--- config.mk ---
export PLATFORM = sky130hd
export DESIGN_NAME = uart_tx_param_flat
export DESIGN_NICKNAME = d
export VERILOG_FILES = /design/src/rtl/uart_tx_param_pkg.sv /design/src/rtl/uart_tx_param_if.sv /design/src/rtl/uart_baud_gen.sv /design/src/rtl/uart_tx_param.sv /design/src/flat_wrapper.sv
export SDC_FILE = /design/constraint.sdc
export NUM_CORES = 1
export LEC_CHECK = 0
export ABC_AREA = 1
export CAP_MARGIN = 15
export CORE_MARGIN = 2
export CORE_UTILIZATION = 58
export CTS_CLUSTER_DIAMETER = 30
export CTS_CLUSTER_SIZE = 24
export DETAILED_ROUTE_END_ITERATION = 6
export PLACE_DENSITY = 0.83
export REMOVE_ABC_BUFFERS = 1
export SLEW_MARGIN = 30
export SYNTH_ARGS = -nofsm -noshare
export SYNTH_HDL_FRONTEND = slang
export SYNTH_HIERARCHICAL = 1
export SYNTH_SLANG_ARGS = --single-unit
--- constraint.sdc ---
create_clock -name clk_i -period 2.41 [get_ports clk_i]
set_input_delay 0.723 -clock clk_i [delete_from_list [all_inputs] [get_ports clk_i]]
set_output_delay 0.723 -clock clk_i [all_outputs]
set_load 0.05 [all_outputs]
--- src/rtl/uart_tx_param_pkg.sv ---
// uart_pkg: shared definitions for the UART transmitter and its future
// receiver sibling.
//   uart_state_e : frame sequencer states
//   PAR_*        : parity mode encodings for the PARITY parameter
//   frame_bits() : bit periods in one frame for a given configuration
package uart_pkg;

  typedef enum logic [2:0] {
    S_IDLE   = 3'd0,
    S_START  = 3'd1,
    S_DATA   = 3'd2,
    S_PARITY = 3'd3,
    S_STOP   = 3'd4
  } uart_state_e;

  localparam int PAR_NONE = 32'sd0;
  localparam int PAR_EVEN = 32'sd1;
  localparam int PAR_ODD  = 32'sd2;

  // Start bit + payload + optional parity slot + stop bits.
  function automatic int frame_bits(input int data_bits, input int parity,
                                    input int stop_bits);
    return 32'sd1 + data_bits + ((parity != PAR_NONE) ? 32'sd1 : 32'sd0) + stop_bits;
  endfunction

endpackage

--- src/rtl/uart_tx_param_if.sv ---
// uart_tx_param_if: valid/ready word handshake into the UART transmitter.
//   data  : payload word (DATA_BITS wide)
//   valid : data is valid
//   ready : transmitter holding buffer is empty
// master = word producer, slave = transmitter.
interface uart_tx_param_if #(
  parameter int DATA_BITS = 8
);
  logic [DATA_BITS-1:0] data;
  logic                 valid;
  logic                 ready;

  modport master (output data, output valid, input ready);
  modport slave  (input data, input valid, output ready);
endinterface

--- src/rtl/uart_baud_gen.sv ---
// uart_baud_gen: bit-period counter shared by the UART TX and RX.
//   clk_i  : system clock
//   rst_i  : synchronous active-high reset
//   clr_i  : synchronous clear, restarts the bit period at count 0
//   tick_o : high in the last clock of each bit period
//   cnt_o  : current position inside the bit period
module uart_baud_gen #(
  parameter int CLKS_PER_BIT = 868
) (
  input  logic                            clk_i,
  input  logic                            rst_i,
  input  logic                            clr_i,
  output logic                            tick_o,
  output logic [$clog2(CLKS_PER_BIT)-1:0] cnt_o
);

  localparam int CNT_W = $clog2(CLKS_PER_BIT);
  localparam logic [CNT_W-1:0] LAST_CNT = CNT_W'(CLKS_PER_BIT - 1);

  logic [CNT_W-1:0] cnt_r;

  // Bit-period counter: 0..CLKS_PER_BIT-1, wrapping, clearable.
  always_ff @(posedge clk_i) begin
    if (rst_i) begin
      cnt_r <= '0;
    end else if (clr_i || (cnt_r == LAST_CNT)) begin
      cnt_r <= '0;
    end else begin
      cnt_r <= cnt_r + CNT_W'(1);
    end
  end

  // Tick is a pure decode of the counter register, so it adds no input path.
  assign tick_o = (cnt_r == LAST_CNT);
  assign cnt_o  = cnt_r;

endmodule

--- src/rtl/uart_tx_param.sv ---
// uart_tx_param: parametrised UART transmitter with a one-word holding buffer.
//   clk_i  : system clock
//   rst_i  : synchronous active-high reset
//   bus    : valid/ready word input (slave side)
//   tx_o   : serial line, idles high
//   busy_o : frame on the line or holding buffer occupied
//   done_o : one-cycle pulse in the last clock of each frame
module uart_tx_param
  import uart_pkg::*;
#(
  parameter int DATA_BITS    = 8,
  parameter int PARITY       = 0,
  parameter int STOP_BITS    = 1,
  parameter int CLKS_PER_BIT = 868
) (
  input  logic             clk_i,
  input  logic             rst_i,
  uart_tx_param_if.slave   bus,
  output logic             tx_o,
  output logic             busy_o,
  output logic             done_o
);

  if ((DATA_BITS < 5) || (DATA_BITS > 9)) begin : g_bad_data_bits
    $fatal(1, "uart_tx_param: DATA_BITS must be 5..9");
  end
  if ((PARITY < 0) || (PARITY > 2)) begin : g_bad_parity
    $fatal(1, "uart_tx_param: PARITY must be 0, 1 or 2");
  end
  if ((STOP_BITS < 1) || (STOP_BITS > 2)) begin : g_bad_stop_bits
    $fatal(1, "uart_tx_param: STOP_BITS must be 1 or 2");
  end
  if (CLKS_PER_BIT < 2) begin : g_bad_divisor
    $fatal(1, "uart_tx_param: CLKS_PER_BIT must be >= 2");
  end

  localparam int BIT_CNT_W = $clog2(DATA_BITS);
  localparam int CNT_W     = $clog2(CLKS_PER_BIT);
  localparam logic [BIT_CNT_W-1:0] LAST_DATA = BIT_CNT_W'(DATA_BITS - 1);
  localparam logic [BIT_CNT_W-1:0] LAST_STOP = BIT_CNT_W'(STOP_BITS - 1);
  // Count value one clock before the bit period ends; done_o is registered
  // so it must be decided one clock early.
  localparam logic [CNT_W-1:0]     PRE_LAST  = CNT_W'(CLKS_PER_BIT - 2);

  uart_state_e            state_r, state_s;
  logic [BIT_CNT_W-1:0]   bit_cnt_r, bit_cnt_s;
  logic                   buf_full_r, buf_full_s;
  logic [DATA_BITS-1:0]   buf_data_r, buf_data_s;
  logic [DATA_BITS-1:0]   word_r, word_s;
  logic                   par_r, par_s;
  logic                   tx_r, tx_s;
  logic                   ready_r, busy_r, done_r, done_s;
  logic                   load_s, accept_s, tick_s;
  logic [CNT_W-1:0]       baud_cnt_s;

  // Holding the counter clear while idle keeps the first start bit full length.
  uart_baud_gen #(.CLKS_PER_BIT(CLKS_PER_BIT)) u_baud (
    .clk_i  (clk_i),
    .rst_i  (rst_i),
    .clr_i  (load_s || (state_r == S_IDLE)),
    .tick_o (tick_s),
    .cnt_o  (baud_cnt_s)
  );

  // Frame sequencer: next state, bit counter, load and end-of-frame decode.
  always_comb begin
    state_s   = state_r;
    bit_cnt_s = bit_cnt_r;
    load_s    = 1'b0;
    done_s    = 1'b0;
    case (state_r)
      S_IDLE: begin
        if (buf_full_r) begin
          state_s = S_START;
          load_s  = 1'b1;
        end else begin
          state_s = S_IDLE;
        end
      end
      S_START: begin
        if (tick_s) begin
          state_s   = S_DATA;
          bit_cnt_s = '0;
        end else begin
          state_s   = S_START;
        end
      end
      S_DATA: begin
        if (tick_s && (bit_cnt_r == LAST_DATA)) begin
          state_s   = (PARITY != PAR_NONE) ? S_PARITY : S_STOP;
          bit_cnt_s = '0;
        end else if (tick_s) begin
          bit_cnt_s = bit_cnt_r + BIT_CNT_W'(1);
        end else begin
          bit_cnt_s = bit_cnt_r;
        end
      end
      S_PARITY: begin
        if (tick_s) begin
          state_s   = S_STOP;
          bit_cnt_s = '0;
        end else begin
          state_s   = S_PARITY;
        end
      end
      S_STOP: begin
        if (bit_cnt_r == LAST_STOP) begin
          done_s = (baud_cnt_s == PRE_LAST);
          if (tick_s) begin
            // A full buffer chains straight into the next start bit.
            bit_cnt_s = '0;
            load_s    = buf_full_r;
            state_s   = buf_full_r ? S_START : S_IDLE;
          end else begin
            state_s   = S_STOP;
          end
        end else if (tick_s) begin
          bit_cnt_s = bit_cnt_r + BIT_CNT_W'(1);
        end else begin
          bit_cnt_s = bit_cnt_r;
        end
      end
      default: begin
        state_s   = S_IDLE;
        bit_cnt_s = '0;
      end
    endcase
  end

  // Holding buffer, captured word/parity and next line level.
  always_comb begin
    accept_s   = bus.valid && ready_r;
    buf_full_s = buf_full_r;
    buf_data_s = buf_data_r;
    word_s     = word_r;
    par_s      = par_r;
    if (accept_s) begin
      buf_full_s = 1'b1;
      buf_data_s = bus.data;
    end else if (load_s) begin
      buf_full_s = 1'b0;
    end else begin
      buf_full_s = buf_full_r;
    end
    // Parity comes from the word captured at load, never from live input.
    if (load_s) begin
      word_s = buf_data_r;
      par_s  = (PARITY == PAR_ODD) ? ~^buf_data_r : ^buf_data_r;
    end else begin
      word_s = word_r;
    end
    case (state_s)
      S_IDLE:   tx_s = 1'b1;
      S_START:  tx_s = 1'b0;
      S_DATA:   tx_s = word_s[bit_cnt_s];
      S_PARITY: tx_s = par_s;
      S_STOP:   tx_s = 1'b1;
      default:  tx_s = 1'b1;
    endcase
  end

  // State and output registers.
  always_ff @(posedge clk_i) begin
    if (rst_i) begin
      state_r    <= S_IDLE;
      bit_cnt_r  <= '0;
      buf_full_r <= 1'b0;
      buf_data_r <= '0;
      word_r     <= '0;
      par_r      <= 1'b0;
      tx_r       <= 1'b1;
      ready_r    <= 1'b1;
      busy_r     <= 1'b0;
      done_r     <= 1'b0;
    end else begin
      state_r    <= state_s;
      bit_cnt_r  <= bit_cnt_s;
      buf_full_r <= buf_full_s;
      buf_data_r <= buf_data_s;
      word_r     <= word_s;
      par_r      <= par_s;
      tx_r       <= tx_s;
      ready_r    <= !buf_full_s;
      busy_r     <= (state_s != S_IDLE) || buf_full_s;
      done_r     <= done_s;
    end
  end

  assign bus.ready = ready_r;
  assign tx_o      = tx_r;
  assign busy_o    = busy_r;
  assign done_o    = done_r;

endmodule

--- src/flat_wrapper.sv ---
// flat-port wrapper written by rule: the top's interface ports become plain ports
module uart_tx_param_flat import uart_pkg::*;
#(
  parameter int DATA_BITS    = 8,
  parameter int PARITY       = 0,
  parameter int STOP_BITS    = 1,
  parameter int CLKS_PER_BIT = 868
)
  (clk_i, rst_i, tx_o, busy_o, done_o, bus_data, bus_valid, bus_ready);
  uart_tx_param_if #(.DATA_BITS(DATA_BITS)) bus_i ();
  input  logic clk_i;
  input  logic rst_i;
  output logic tx_o;
  output logic busy_o;
  output logic done_o;
  input wire logic [$bits(bus_i.data)-1:0] bus_data;
  input wire logic [$bits(bus_i.valid)-1:0] bus_valid;
  output wire logic [$bits(bus_i.ready)-1:0] bus_ready;
  assign bus_i.data = bus_data;
  assign bus_i.valid = bus_valid;
  assign bus_ready = bus_i.ready;
  uart_tx_param #(.DATA_BITS(DATA_BITS), .PARITY(PARITY), .STOP_BITS(STOP_BITS), .CLKS_PER_BIT(CLKS_PER_BIT)) u_core (.clk_i(clk_i), .rst_i(rst_i), .bus(bus_i), .tx_o(tx_o), .busy_o(busy_o), .done_o(done_o));
endmodule
==> flow_summary.toml <==
[pwr]
p_int_uw = 859
pwr-share-seq_pct = 55.3
vdd_drop_max_mv = 0.330
switching_share_pct = 29.6
combPwrFrac_pct = 16.8
switchingPower_uw = 362
powerDensity_nw_per_um2 = 522
power.clock.fraction_pct = 27.9
p_leak_nw = 1.04

[critical_path]
crit_type = "flop to output port"
cp_num_buf_inv = 1
reg2reg_from = "u_core/u_baud/cnt_o[0]"
cp.required_ns = 1.69
slowest_stage = "clkdlybuf4s50_1"
critPathLaunchType = "flop"
crit_chain = "clkdlybuf4s50_1"
r2r_end = "u_core/tx_o"
cp.arrival_ns = 1.51
worst-path-max-fanout = 2
path_delay_family = "buffers and inverters"
slowest_delay_ns = 0.80
ff2ff_setup_slack_ns = 0.20
ff2ff_path_depth = 16
endpoint_kind = "output port"

[clocking]
cts-root-buf = "clkbuf_4"
clock_path_buffers = 2
clkTransAtPathRegs_ns = 0.11
clk_latency_ns = 0.36
clock-sinks = 38
htree_levels = 2
cts_tree = "yes"
cts_made_buffers = 5

[logic_synthesis]
synth_top_area_cell = "dfxtp_1"
synth_fa_ha_area_share_pct = 3.02
synth-compound-area-share_pct = 7.73
yosys_register_bits = 38
synth_top_area_share_pct = 36.7
yosys-top-cells-area = "dfxtp_1 37%, nand2_1 12%, inv_1 6.9%, nor2_1 6.7%, nand3_1 5.1%"
synth_top_family_by_area = "simple AND/OR/NAND/NOR gates"
synth_cells = 291
muxShareOfSynthArea_pct = 0
yosysWarnings = 6
yosysUniqueCellTypes = 27
synth_xor_area_share_pct = 4.65
synthSimpleGateAreaFrac_pct = 38.9
synth_area_um2 = 2070
yosysSeqAreaShare_pct = 36.7
avgSynthCellArea_um2 = 7.12

[routing]
postRouteAntennaNets = 0
routed_wire_length_per_instance_um = 11.6
drc = 0
drt_pass1_iterations = 4
vias = 1846
routed_via_density = 5.14
initialDrtViolationCount = 140
drt-total-wl_um = 4150

[hold_path]
worstHoldPathType = "flop to flop"
min_to = "u_core/buf_data_r[7]"
worstHoldPathCells = 2
min-delay-start = "u_core/buf_data_r[7]"

[global_routing]
grt_max_degree = 18
grt_usage_pct = 22.7
antenna_found_initial = 0
grt_pass1_wl_um = 7410
grt_overflow = 0
grt_pass1_vias = 1803

[die]
start_util_pct = 61.1
io_pins = 15
dieWidth_um = 63.8
core_area_um2 = 3390
fp.dieH_um = 63.8
rows = 21
dieArea_um2 = 4060

[timing]
tightest_slew_ns = 0.495
fmax_mhz = 448
fin_crit_ns = 2.23
fin_skew_ns = 0.00756
timing.final.crit_share_pct = 92.5
hold_viol = 0
slew_headroom_pct = 66.9
rsz0062_at_grt = "false"
totalNegativeSetupSlack_ns = 0
setup_violations = 0
slew_viol_final = 0
holdWs_ns = 0.494

[status]
outcome = "finished, final reports clean"

[finish]
drive_gt1_share_pct = 16.6
fin_nets = 328
final_common_cell = "nand2_1"
final_cell_mix = "64 x nand2_1, 37 x inv_1, 36 x nor2_1, 36 x dfxtp_1, 21 x nand3_1"
final_util_pct = 69.0
area_growth_pct = 12.9
antenna_cells = 0

[job]
cap_viol_max_count = 0

[placed_design]
numPortBuffers = 14
post-dp-hpwl_um = 2960
place_congestion = 0.914
## layout make-up
type,count,area (µm²)
multi-input cells,208,1140
fillers,296,1050
flip-flops and latches,38,763
repair buffers,18,170
inverters,41,154
well taps,46,57.6
clock buffers,6,41.3
clock inverters,2,13.8
## per-layer routing
metal  share of wire [%]  up-vias  GRT usage [%]
li1                    -      959              -
met1                  46      827           27.1
met2                  47       53           38.9
met3                 4.6        7           4.93
met4                 1.7        0           10.3
met5                   0        -              0
## how the worst max path moves through the flow
stage                           startpoint     endpoint  cells past startpoint
global route        u_core/u_baud/cnt_o[0]  u_core/tx_o                     16
finish                    u_core/bus.ready    bus_ready                      1
floorplan           u_core/u_baud/cnt_o[0]  u_core/tx_o                     16
global placement    u_core/u_baud/cnt_o[0]  u_core/tx_o                     16
detailed placement  u_core/u_baud/cnt_o[0]  u_core/tx_o                     16
CTS                 u_core/u_baud/cnt_o[0]  u_core/tx_o                     16
## cell usage after synthesis, drive strengths merged
cell / n
nand4: 2
nand3: 26
nor2: 43
xnor2: 7
buf: 1
nand3b: 8
dfxtp: 38
ha: 5
or2: 2
clkbuf: 3
a21oi: 13
o221ai: 1
o21ai: 12
inv: 41
o211ai: 2
nand2: 81
xor2: 4
nor4: 2
## metrics by stage
step                      power (mW)  instances  setup WS, ns  instance area, µm²
after CTS                       1.23        357        0.0595                2310
after global routing            1.28        359        0.0123                2340
final                           1.22        359         0.180                2340
after global placement         0.886        349         0.212                2250
after floorplan                0.834        287         0.227                2040
after detailed placement       0.891        349        0.0832                2250
## state kept, by name (all words and copies together), names as in the netlist
register / flops
u_core/u_baud/cnt_o: 10
u_core/word_r: 8
u_core/par_r: 1
u_core/bus.ready: 1
u_core/tx_o: 1
u_core/buf_data_r: 8
u_core/done_o: 1
u_core/bit_cnt_r: 3
u_core/state_r: 3
u_core/buf_full_r: 1
u_core/busy_o: 1
## power groups by stage
| stage | clock network (mW) | registers [mW] | logic (mW) |
|---|---|---|---|
| floorplan | 0 | 0.702 | 0.131 |
| global placement | 0 | 0.688 | 0.197 |
| detailed placement | 0 | 0.690 | 0.201 |
| CTS | 0.351 | 0.675 | 0.202 |
| global route | 0.371 | 0.678 | 0.230 |
| finish | 0.340 | 0.675 | 0.205 |
## cells by family after synthesis
kind of cell,Yosys count
buffers and inverters,45
and+or+nand+nor,164
DFF,38
AOI/OAI and AO/OA,28
adders and majority gates,5
xor gates and xnor gates,11
## worst reg2reg max path: stages, from the launching register on
cell	delay (ns)
dfxtp_2	0.35
ha_2	0.20
nand2_1	0.08
nor2_1	0.11
nand3_2	0.11
inv_2	0.08
inv_2	0.07
ha_1	0.29
inv_1	0.06
nand4_1	0.11
nand3_1	0.13
nor2_4	0.17
nand2_1	0.08
nand3_1	0.06
nand3_1	0.07
nand3_1	0.09
nand2_1	0.05
## repair_timing
action | CTS | global route
buffers inserted | 0 | 2
gates resized for setup | 0 | 7
hold buffers | 0 | 0
setup endpoints to repair | 0 | 1
hold endpoints to repair | 0 | 0
Note: power is estimated with default switching activity, not from simulation.
